File: src/rtl/conv_stream_dispatch.sv
// Stream dispatcher: routes one AXI-stream input to a selected consumer lane for a
// programmed number of beats, and delays per-lane start requests by START_DELAY cycles.
module conv_stream_dispatch #(
    parameter int DATA_WIDTH  = 128,
    parameter int NUM_DEST    = 2,
    parameter int DEST_W      = 1,
    parameter int START_DELAY = 4,
    parameter int BEAT_CNT_W  = 16
) (
    input  logic                           clk,
    input  logic                           rst,
    input  logic [3:0]                     Control,
    input  logic [BEAT_CNT_W-1:0]          Beat_Num,
    input  logic [NUM_DEST-1:0]            Sign,
    output logic [NUM_DEST-1:0]            Start,
    input  logic [DATA_WIDTH-1:0]          S_Data,
    input  logic                           S_Valid,
    output logic                           S_Ready,
    output logic [NUM_DEST*DATA_WIDTH-1:0] M_Data,
    output logic [NUM_DEST-1:0]            M_Valid,
    input  logic [NUM_DEST-1:0]            M_Ready,
    output logic                           Busy,
    output logic [DEST_W-1:0]              Cur_Dest,
    output logic [BEAT_CNT_W-1:0]          Beat_Cnt,
    output logic                           Done,
    output logic                           Sel_Err
);

    typedef enum logic {IDLE, ROUTE} state_t;

    localparam logic [3:0]            CTL_ABORT = 4'hF;
    localparam logic [3:0]            CTL_MAX   = 4'(NUM_DEST);
    localparam logic [BEAT_CNT_W-1:0] ONE       = {{(BEAT_CNT_W-1){1'b0}}, 1'b1};

    state_t                state, state_next;
    logic [BEAT_CNT_W-1:0] beat_num_q;
    logic                  is_select, is_abort, accept, last_beat;
    logic                  load, done_next, sel_err_next;

    assign is_select = (Control != 4'd0) && (Control <= CTL_MAX);
    assign is_abort  = (Control == CTL_ABORT);
    // Acceptance is taken from M_Ready directly so it does not loop through S_Ready.
    assign accept    = (state == ROUTE) && S_Valid && M_Ready[Cur_Dest];
    assign last_beat = accept && (Beat_Cnt == beat_num_q - ONE);

    assign Busy   = (state == ROUTE);
    assign M_Data = {NUM_DEST{S_Data}};

    always_comb begin
        // NOTE: every output of this block gets a default first, so no path can infer a latch.
        state_next   = state;
        load         = 1'b0;
        done_next    = 1'b0;
        sel_err_next = 1'b0;
        S_Ready      = 1'b0;
        M_Valid      = '0;
        case (state)
            IDLE: begin
                if (is_select) begin
                    load = 1'b1;
                    if (Beat_Num == '0) done_next  = 1'b1;
                    else                state_next = ROUTE;
                end
            end
            ROUTE: begin
                S_Ready           = M_Ready[Cur_Dest];
                M_Valid[Cur_Dest] = S_Valid;
                sel_err_next      = is_select;
                if (is_abort) begin
                    state_next = IDLE;
                end else if (last_beat) begin
                    state_next = IDLE;
                    done_next  = 1'b1;
                end
            end
        endcase
    end

    // NOTE: state registers use non-blocking assignments so every flop samples pre-edge values.
    always_ff @(posedge clk) begin
        if (rst) begin
            state      <= IDLE;
            Cur_Dest   <= '0;
            beat_num_q <= '0;
            Beat_Cnt   <= '0;
            Done       <= 1'b0;
            Sel_Err    <= 1'b0;
        end else begin
            state   <= state_next;
            Done    <= done_next;
            Sel_Err <= sel_err_next;
            if (load) begin
                Cur_Dest   <= DEST_W'(Control - 4'd1);
                beat_num_q <= Beat_Num;
                Beat_Cnt   <= '0;
            end else if (accept) begin
                Beat_Cnt <= Beat_Cnt + ONE;
            end
        end
    end

    generate
        if (START_DELAY == 0) begin : g_no_delay
            assign Start = Sign;
        end else begin : g_delay
            logic [NUM_DEST-1:0] stage [START_DELAY];
            // NOTE: these stages are plain flops, not RAM, so they are cleared on reset like any state.
            always_ff @(posedge clk) begin
                if (rst) begin
                    for (int i = 0; i < START_DELAY; i++) stage[i] <= '0;
                end else begin
                    stage[0] <= Sign;
                    for (int i = 1; i < START_DELAY; i++) stage[i] <= stage[i-1];
                end
            end
            assign Start = stage[START_DELAY-1];
        end
    endgenerate

endmodule
File: config.mk
export PLATFORM = sky130hd
export DESIGN_NAME = conv_stream_dispatch
export DESIGN_NICKNAME = d
export VERILOG_FILES = /design/src/rtl/conv_stream_dispatch.sv
export SDC_FILE = /design/constraint.sdc
export NUM_CORES = 1
export LEC_CHECK = 0
export CORE_AREA = 3 3 170 172
export CTS_CLUSTER_SIZE = 24
export DETAILED_ROUTE_END_ITERATION = 8
export DIE_AREA = 0 0 173 175
export GPL_TIMING_DRIVEN = 0
export SYNTH_ARGS = -nofsm -noshare
export SYNTH_HDL_FRONTEND = slang
export SYNTH_SLANG_ARGS = --single-unit
File: constraint.sdc
create_clock -name clk -period 2.81 [get_ports clk]
set_input_delay 0.4215 -clock clk [delete_from_list [all_inputs] [get_ports clk]]
set_output_delay 0.4215 -clock clk [all_outputs]
set_load 0.05 [all_outputs]
Yosys cells after proc, flatten, opt, wreduce, memory -nomap -nowiden
Memory sizes are Yosys's and may differ from the RTL's.
Cells that the tools add are included.
Widths: inputs -> output; s select.

operators by class
  add/subtract/negate cells = 3
  bitwise logic cells = 6
  magnitude comparators = 3
  muxes and demuxes = 25
  equal/unequal tests = 2
  reduce and logical (&&, ||, !) cells = 9

operators by type and width
  operator               count
  $mux 1                 17
  $add 16x1->16 const B  1
  $eq 16x16->1           1
  $logic_not 16->1       1
  $sub 16x1->16 const B  1
  $mux 2                 5
  $logic_and 1x1->1      5
  $eq 4x4->1 const B     1
  $le 4x2->1 const B     1
  $or 1x1->1             4
  $pmux 1 s2             2
  $reduce_bool 4->1      1
  $reduce_or 2->1        2
  $and 2x2->2            1
  $lt 1x2->1 const B     1
  $demux 1 s1            1
  $ge 1x1->1 const B     1
  $not 1->1              1
  $sub 1x1->1 const B    1

storage, ports and cells
  register bits after elaboration = 36
  memories = 1
  logic and storage cells = 55
  bits in writable memories = 8
  bits of input ports = 155
  output and inout bits = 281

memory list
  memory         words  width  read ports  clocked after memory_dff  write ports  line  RTL
  g_delay.stage  4      2      4           0                         4            106   logic [NUM_DEST-1:0] stage [START_DELAY];

Longest topological paths before layout
Gate-level depths: netlist (run 1).

  depth in word-level cells = 7
  depth in mapped cells = 9
  gate-level depth less buffers = 9

Worst setup path before layout (run 1)
No wires, ideal clock.

  path type = register -> register
  from = register state (netlist: Busy)
  to = register Beat_Cnt[12]
  data required time = 2.740 ns
  setup slack = 0.691 ns
  cell stages (with the launch flop) = 7
  data arrival time = 2.049 ns
  setup time = 0.070 ns
  path buffers = 0
  period minus slack after synthesis = 2.119 ns
  path through = dfxtp_1 > nand2_1 > nor2_4 > and4_1 > nand3_1 > or3_1 > a21oi_1

between the ends
  word-level cells in the longest chain between the ends = 2
  elaborated cells on any way between the ends = 4
  those cells by class = mux: 1; reduce/logical: 3

RTL lines
  item                                                                          line    RTL
  from (decl)                                                                   35      state_t state, state_next;
  from (signal assigned)                                                        89      state <= state_next;
  $mux 1 / $logic_and 1x1->1 (equally long branches)                            57, 43
  $reduce_or 2->1 (no source line) / $logic_and 1x1->1 (equally long branches)  --
  to (signal assigned)                                                          97      Beat_Cnt <= Beat_Cnt + ONE;
  to (decl)                                                                     24      output logic [BEAT_CNT_W-1:0] Beat_Cnt,

Several ways; a longest one is shown, not always the timed one.
A chain may end at the register's enable or synchronous reset.

Worst setup path in the final report (run 1)
  from = input port M_Ready[1]
  to = output port S_Ready

between the ends
  word-level cells in the longest chain between the ends = 3

RTL lines
  item                                       line  RTL
  from (decl)                                21    input logic [NUM_DEST-1:0] M_Ready,
  $mux 1 (not written as such) (2 in a row)  66    S_Ready = M_Ready[Cur_Dest];
  $mux 1                                     57    case (state)
  to (decl)                                  18    output logic S_Ready,

Every way passes these cells. The select of a mux whose other input is x is not followed.

==> results of run 1 <==
## registers in the layout (all words and copies together), names as in the netlist
name	count
g_delay.stage	8
Cur_Dest	1
Busy	1
Done	1
beat_num_q	16
Beat_Cnt	16
Sel_Err	1
## power by group
| group | internal, W | switching (W) | total (W) |
|---|---|---|---|
| registers | 0.000639 | 0.0000189 | 0.000658 |
| logic | 0.000642 | 0.000922 | 0.00156 |
| clock network | 0.000418 | 0.000235 | 0.000653 |
## layout by cell type, fill, tap and decap left out, drive strengths merged, types with 5 or more instances in the layout
| cell | netlist | routed |
|---|---|---|
| o21ai | 6 | 6 |
| nand2 | 39 | 39 |
| nor2b | 9 | 9 |
| nand4 | 11 | 11 |
| nor2 | 23 | 23 |
| dfxtp | 44 | 44 |
| xor2 | 15 | 15 |
| or3 | 5 | 5 |
| a21oi | 22 | 22 |
| clkbuf | 4 | 10 |
| buf | 261 | 261 |
| clkdlybuf4s50 | 0 | 307 |
| nand3 | 6 | 6 |
| nor4 | 10 | 10 |
| nor3 | 11 | 11 |
| xnor2 | 21 | 21 |
| inv | 7 | 7 |
## worst max-delay path: cells and delay by family
family,cells,cell delay [ns]
AND/OR/NAND/NOR,1,0.09
multiplexers,1,0.42
buffers and inverters,2,1.12
## routing by layer
layer,vias up,wire length [um]
li1,2053,-
met1,1833,5361
met2,226,8207
met3,10,1644
met4,2,91
met5,-,20
## worst max-delay path by stage
stage	startpoint	to	slack (ns)	cells past startpoint
6_report	M_Ready[1]	S_Ready	0.33	4
5_1_grt	M_Ready[1]	S_Ready	0.20	4
4_1_cts	M_Ready[1]	S_Ready	0.32	4
3_5_place_dp	Control[0]	Beat_Cnt[5]	0.19	9
3_3_place_gp	Control[0]	Beat_Cnt[11]	0.21	9
2_1_floorplan	Busy	Beat_Cnt[12]	0.69	6
## final cells by class
cell class                      count  area, sq um
Tap cell                          378        473.0
Inverter                            7        26.28
Buffer                            266         1996
Clock buffer                        6        128.9
Sequential cell                    44        880.8
Timing Repair Buffer              307         3073
Clock inverter                      2        35.03
Fill cell                        2958        19770
Multi-Input combinational cell    202         1246
## cell families (layout without fill, tap and decap cells)
kind of cell             Yosys count  after routing  share of synthesized area (%)
AO/OA/AOI/OAI                     39             39                          5.579
XOR/XNOR                          36             36                          7.600
adder cells (fa/ha/maj)            2              2                         0.6030
buffers and inverters            273            588                          48.73
flip-flops                        44             44                          21.23
multiplexers                       1              1                         0.2413
AND/OR/NAND/NOR                  124            124                          16.01
## stage by stage
step	hold slack, ns	setup WS (ns)
CTS	0.4454	0.3194
global placement	0.4197	0.2087
global route	0.4544	0.1951
detailed placement	0.4276	0.1931
floorplan	0.4138	0.6914
finish	0.4398	0.3339
==> flow_summary.rst, run 1 <==
.. list-table::
   :header-rows: 1

   * - Metric
     - Value
   * - Outcome
     - completed
   * - Fraction of final layout cells sized beyond drive strength 1
     - 33.21%
   * - Wire length of the first global-routing pass
     - 22290 um
   * - Final routed wire length divided by cell count
     - 12.64 um
   * - Synthesized instance count
     - 519
   * - Required time of the critical path
     - 2.39 ns
   * - Power after layout
     - 0.002874 W
   * - Worst Hold Path EP
     - g_delay.stage[2][0]
   * - TritonCTS clock tree
     - yes
   * - Per-cell via count in the routed design
     - 3.403
   * - Post-synthesis register bit count
     - 44
   * - Leading area contributor after synthesis
     - sky130_fd_sc_hd__buf_4
   * - Slew of the pin with the lowest slew margin
     - 0.5934 ns
   * - Initial antenna violation count
     - 1
   * - GR met2 Demand/Resource
     - 18.07%
   * - Count of routing violations after the opening detailed-route iteration
     - 150
   * - Cts repair resizes
     - 0
   * - Number of port buffers
     - 307
   * - Clock-pin transition on the worst setup and hold timing paths
     - 0.06 ns
   * - TritonCTS Buffers
     - 5
   * - Post-layout minimum cycle time
     - 2.476 ns
   * - Met3 Track Usage GR
     - 3.651%
   * - Global-route layer with the greatest usage
     - met2
   * - Yosys warning total
     - 0
   * - Worst endpoint data arrival time
     - 2.05 ns
   * - Number of hold-repair buffers added at the cts stage
     - 0
   * - Initial core utilization
     - 15.02%
   * - Number of setup violations in the final report
     - 0
   * - Most used flip-flop cell after synthesis
     - sky130_fd_sc_hd__dfxtp_1
   * - Power Density
     - 365.8 nW/um^2
   * - # placed instances
     - 1204
   * - Total cell area at the placement stage
     - 7695 sq um
   * - Final std cells w/o fill
     - 1212
   * - Die extent in x
     - 173 um
   * - Ordered list of cells on the worst path
     - clkdlybuf4s50_1 > mux2i_1 > nor2b_1 > clkdlybuf4s50_1
   * - Type of element capturing the critical path
     - output pin
   * - Final estimated routing congestion in global placement
     - 0.7927
   * - Final Hold Violating Endpoints
     - 0
   * - Worst slew margin relative to its limit
     - 60.32%
   * - Sink count of the clock tree
     - 44
   * - Largest net degree at the start of global routing
     - 14
   * - Top cell type's share of synthesized area
     - 46.50%
   * - Reg2reg end
     - Busy
   * - Number of nets in the finished design
     - 990
   * - Synthesized cell area
     - 4149 sq um
   * - Register-to-register setup slack
     - 0.50 ns
   * - CTS Buffer Depth
     - 2
   * - First-pass iteration count of the detailed router
     - 4
   * - Post-CTS Setup Bufs
     - 0
   * - DRC
     - 0
   * - Wire length after detailed routing
     - 15330 um
   * - Buffer type at the clock tree root
     - sky130_fd_sc_hd__clkbuf_16
   * - Number of nets with antenna violations after routing
     - 0
   * - Cell depth of the worst min-delay path
     - 1
   * - Hold Path Class
     - flip-flop to flip-flop
   * - Total congestion overflow after global routing
     - 0
   * - Top-count cell post-synth
     - sky130_fd_sc_hd__buf_4
   * - Startpoint type of the worst setup path
     - input pin
   * - Part of the cycle the worst path needs
     - 88.12%
   * - Syn_nets
     - 676
   * - EDFF count, synth
     - 0
   * - Most prevalent standard cell on the critical path
     - sky130_fd_sc_hd__clkdlybuf4s50_1
   * - GRT Util Overall
     - 9.245%
   * - Detailed-route via count
     - 4124
   * - Syn-to-layout area delta
     - 89.42%
   * - Depth of the worst register-to-register path
     - 9
   * - Max Transition Viols Final
     - 0
   * - Leading post-synthesis cells by cell area
     - sky130_fd_sc_hd__buf_4 (47%), sky130_fd_sc_hd__dfxtp_1 (21%), sky130_fd_sc_hd__xnor2_1 (4.4%)
   * - Floorplan die height
     - 175 um
   * - Full die area
     - 30280 sq um
   * - Count of boundary I/O pins
     - 436
   * - Achievable frequency
     - 0.4039 GHz
   * - Worst-skew pair later-pin latency
     - 0.29 ns
   * - Max capacitance violation total
     - 0
   * - Cell leakage power
     - 3.294 nW
   * - Row count
     - 61
   * - Largest stage delay on the critical path
     - 0.73 ns
   * - Cell area after layout
     - 7859 sq um
   * - # H-tree levels
     - 2
   * - Worst IR drop on VDD
     - 270.5 uV
   * - Setup repair after global routing missed its margin
     - false
   * - Final worst clock skew
     - 0.004438 ns
   * - Start point of the worst hold path
     - g_delay.stage[1][0]
   * - Post-layout util
     - 28.44%
   * - Number of global-route vias before repair
     - 3944
   * - Antenna Diode Count
     - 0
   * - Top cells by instance count after synthesis
     - sky130_fd_sc_hd__buf_4 (257), sky130_fd_sc_hd__dfxtp_1 (44), sky130_fd_sc_hd__nand2_1 (39), sky130_fd_sc_hd__a21oi_1 (22), sky130_fd_sc_hd__nor2_1 (22)
   * - Count of cell types in the netlist
     - 41
   * - Largest fanout of any net on the critical path
     - 4
   * - GRT met1 Usage
     - 9.391%
   * - Detailed placement HPWL
     - 13770 um
   * - Cell with the biggest individual delay on the critical path
     - sky130_fd_sc_hd__clkdlybuf4s50_1
   * - Synth async-reset ratio
     - 0%
   * - TNS Setup
     - 0 ns
   * - Area of the core region
     - 27630 sq um
   * - Seq/Total Area, Yosys
     - 21.23%
   * - Reg2reg start
     - beat_num_q[0]
   * - Type of the worst setup path
     - input pin to output pin
   * - Synthesized area divided by synthesized cell count
     - 7.994 sq um
Power figures use the tool's default switching activity.
==> run 2: changes to the inputs <==
- GPL_TIMING_DRIVEN: 0 -> default
==> flow_summary.rst, run 2 (synthesized netlist as in run 1, its figures left out) <==
.. list-table::
   :header-rows: 1

   * - Metric
     - Value
   * - Count of boundary I/O pins
     - 436
   * - Largest regs
     - Beat_Cnt: 16 flops, beat_num_q: 16 flops, g_delay.stage: 8 flops
   * - Largest stage delay on the critical path
     - 0.79 ns
   * - Sink count of the clock tree
     - 44
   * - Cell with the biggest individual delay on the critical path
     - sky130_fd_sc_hd__clkdlybuf4s50_1
   * - Fill count
     - 3247
   * - Final routed wire length divided by cell count
     - 15.20 um
   * - Depth of the worst register-to-register path
     - 9
   * - Detailed-route via count
     - 2274
   * - Per-cell via count in the routed design
     - 3.277
   * - Row count
     - 61
   * - Setup repair after global routing missed its margin
     - false
   * - TritonCTS Buffers
     - 5
   * - Part of the cycle the worst path needs
     - 80.33%
   * - Initial core utilization
     - 15.02%
   * - Worst endpoint data arrival time
     - 1.84 ns
   * - Buffer type at the clock tree root
     - sky130_fd_sc_hd__clkbuf_16
   * - Largest fanout of any net on the critical path
     - 2
   * - Number of hold-repair buffers added at the cts stage
     - 0
   * - Power Density
     - 430.5 nW/um^2
   * - Wire length of the first global-routing pass
     - 15210 um
   * - Die extent in x
     - 173 um
   * - Area of the core region
     - 27630 sq um
   * - Achievable frequency
     - 0.4430 GHz
   * - Worst-skew pair later-pin latency
     - 0.28 ns
   * - Number of global-route vias before repair
     - 2284
   * - Cts repair resizes
     - 0
   * - Hold Path Class
     - flip-flop to flip-flop
   * - Number of port buffers
     - 51
   * - Worst Hold Path EP
     - g_delay.stage[2][0]
   * - Leading cell type in the layout, fill and taps excluded
     - sky130_fd_sc_hd__clkdlybuf4s50_1
   * - Start point of the worst hold path
     - g_delay.stage[1][0]
   * - Number of setup violations in the final report
     - 0
   * - Reg2reg end
     - Busy
   * - Antenna Diode Count
     - 0
   * - Initial antenna violation count
     - 0
   * - Post-layout minimum cycle time
     - 2.257 ns
   * - Count of routing violations after the opening detailed-route iteration
     - 112
   * - Highest-count cells in the layout ignoring fill and taps
     - sky130_fd_sc_hd__clkdlybuf4s50_1 (49), sky130_fd_sc_hd__dfxtp_1 (44), sky130_fd_sc_hd__nand2_1 (39)
   * - CTS Buffer Depth
     - 2
   * - Cell depth of the worst min-delay path
     - 1
   * - GRT Util Overall
     - 6.660%
   * - Reg2reg start
     - beat_num_q[0]
   * - Required time of the critical path
     - 2.39 ns
   * - Flop pwr share
     - 46.4%
   * - Most prevalent standard cell on the critical path
     - sky130_fd_sc_hd__clkdlybuf4s50_1
   * - # placed instances
     - 687
   * - Detailed placement HPWL
     - 8695 um
   * - Slew of the pin with the lowest slew margin
     - 0.6106 ns
   * - Number of nets in the finished design
     - 473
   * - Fraction of final layout cells sized beyond drive strength 1
     - 6.962%
   * - Final Hold Violating Endpoints
     - 0
   * - Fraction of power spent switching nets
     - 24.69%
   * - First-pass iteration count of the detailed router
     - 4
   * - Number of nets with antenna violations after routing
     - 0
   * - TNS Setup
     - 0 ns
   * - Syn-to-layout area delta
     - -20.39%
   * - Part of the power in the clock network
     - 38.2%
   * - Largest net degree at the start of global routing
     - 29
   * - Post-CTS Setup Bufs
     - 0
   * - Worst IR drop on VDD
     - 237.3 uV
   * - Max capacitance violation total
     - 0
   * - Type of element capturing the critical path
     - output pin
   * - Cell leakage power
     - 1.038 nW
   * - Register-to-register setup slack
     - 0.63 ns
   * - Internal power component
     - 0.001071 W
   * - Cell area after layout
     - 3303 sq um
   * - Total congestion overflow after global routing
     - 0
   * - TritonCTS clock tree
     - yes
   * - Full die area
     - 30280 sq um
   * - Final std cells w/o fill
     - 694
   * - Worst slew margin relative to its limit
     - 59.17%
   * - Clock-pin transition on the worst setup and hold timing paths
     - 0.06 ns
   * - Number of buffers and inverters on the critical path
     - 2
   * - Wire length after detailed routing
     - 10550 um
   * - # H-tree levels
     - 2
   * - DRC
     - 0
   * - Final estimated routing congestion in global placement
     - 0.7011
   * - Final worst clock skew
     - 0.004474 ns
   * - Top cell family by delay on the critical path
     - buffers and inverters
   * - Ordered list of cells on the worst path
     - clkdlybuf4s50_1 > and3_1 > clkdlybuf4s50_1
   * - Startpoint type of the worst setup path
     - input pin
   * - Total cell area at the placement stage
     - 3169 sq um
   * - Type of the worst setup path
     - input pin to output pin
   * - Power dissipated by switching net loads
     - 0.0003512 W
   * - Outcome
     - completed
   * - Logic pwr share
     - 15.4%
   * - Max Transition Viols Final
     - 0
   * - Floorplan die height
     - 175 um
## run 2: cell types whose count changed in the layout (fill, tap and decap cells not counted), sizes merged
cell and change:
clkbuf -4, bufinv -1, clkdlybuf4s50 -258, buf -254, bufbuf -1
## run 2: layer usage
layer  up-vias  global-route usage [%]  routed length, um
li1       1019                       -                  -
met1       960                   6.798               3674
met2       218                   10.67               4929
met3        77                   3.585               1374
met4         0                   4.257                571
met5         -                       0                  0
## run 2: worst max path at each step
stage	slack, ns	cells past startpoint	startpoint	end
after global routing	0.43	9	beat_num_q[0]	Done
after detailed placement	0.45	8	S_Valid	Beat_Cnt[10]
after global placement	0.51	7	S_Valid	Beat_Cnt[12]
final	0.55	3	S_Valid	M_Valid[1]
after floorplan	0.69	6	Busy	Beat_Cnt[12]
after CTS	0.54	3	S_Valid	M_Valid[1]
## run 2: through the flow
stage	util, %	power [W]	hold WS [ns]	worst slack (ns)
2_1_floorplan	-	0.001798	0.4138	0.6914
3_3_place_gp	11.47	0.0008921	0.4191	0.5051
3_5_place_dp	11.47	0.0008922	0.4270	0.4511
4_1_cts	11.96	0.001443	0.4440	0.5442
5_1_grt	11.96	0.001496	0.4616	0.4278
6_report	11.96	0.001422	0.4388	0.5526
## run 2: final cells by class
type                            count  area [sq um]  share of cell area (%)
Tap cell                          378         473.0                   14.32
Multi-Input combinational cell    202          1246                   37.73
Inverter                            7         26.28                  0.7955
Timing Repair Buffer               56         543.0                   16.44
Clock buffer                        6         128.9                   3.902
Sequential cell                    44         880.8                   26.67
Clock inverter                      1         5.005                  0.1515
## run 2: power groups by stage
| stage | Combinational, W | Clock (W) | Sequential [W] |
|---|---|---|---|
| final | 0.000219 | 0.000544 | 0.000660 |
| after global routing | 0.000241 | 0.000593 | 0.000663 |
| after CTS | 0.000220 | 0.000563 | 0.000660 |
| after detailed placement | 0.000218 | 0 | 0.000674 |
| after global placement | 0.000219 | 0 | 0.000673 |
| after floorplan | 0.00112 | 0 | 0.000677 |
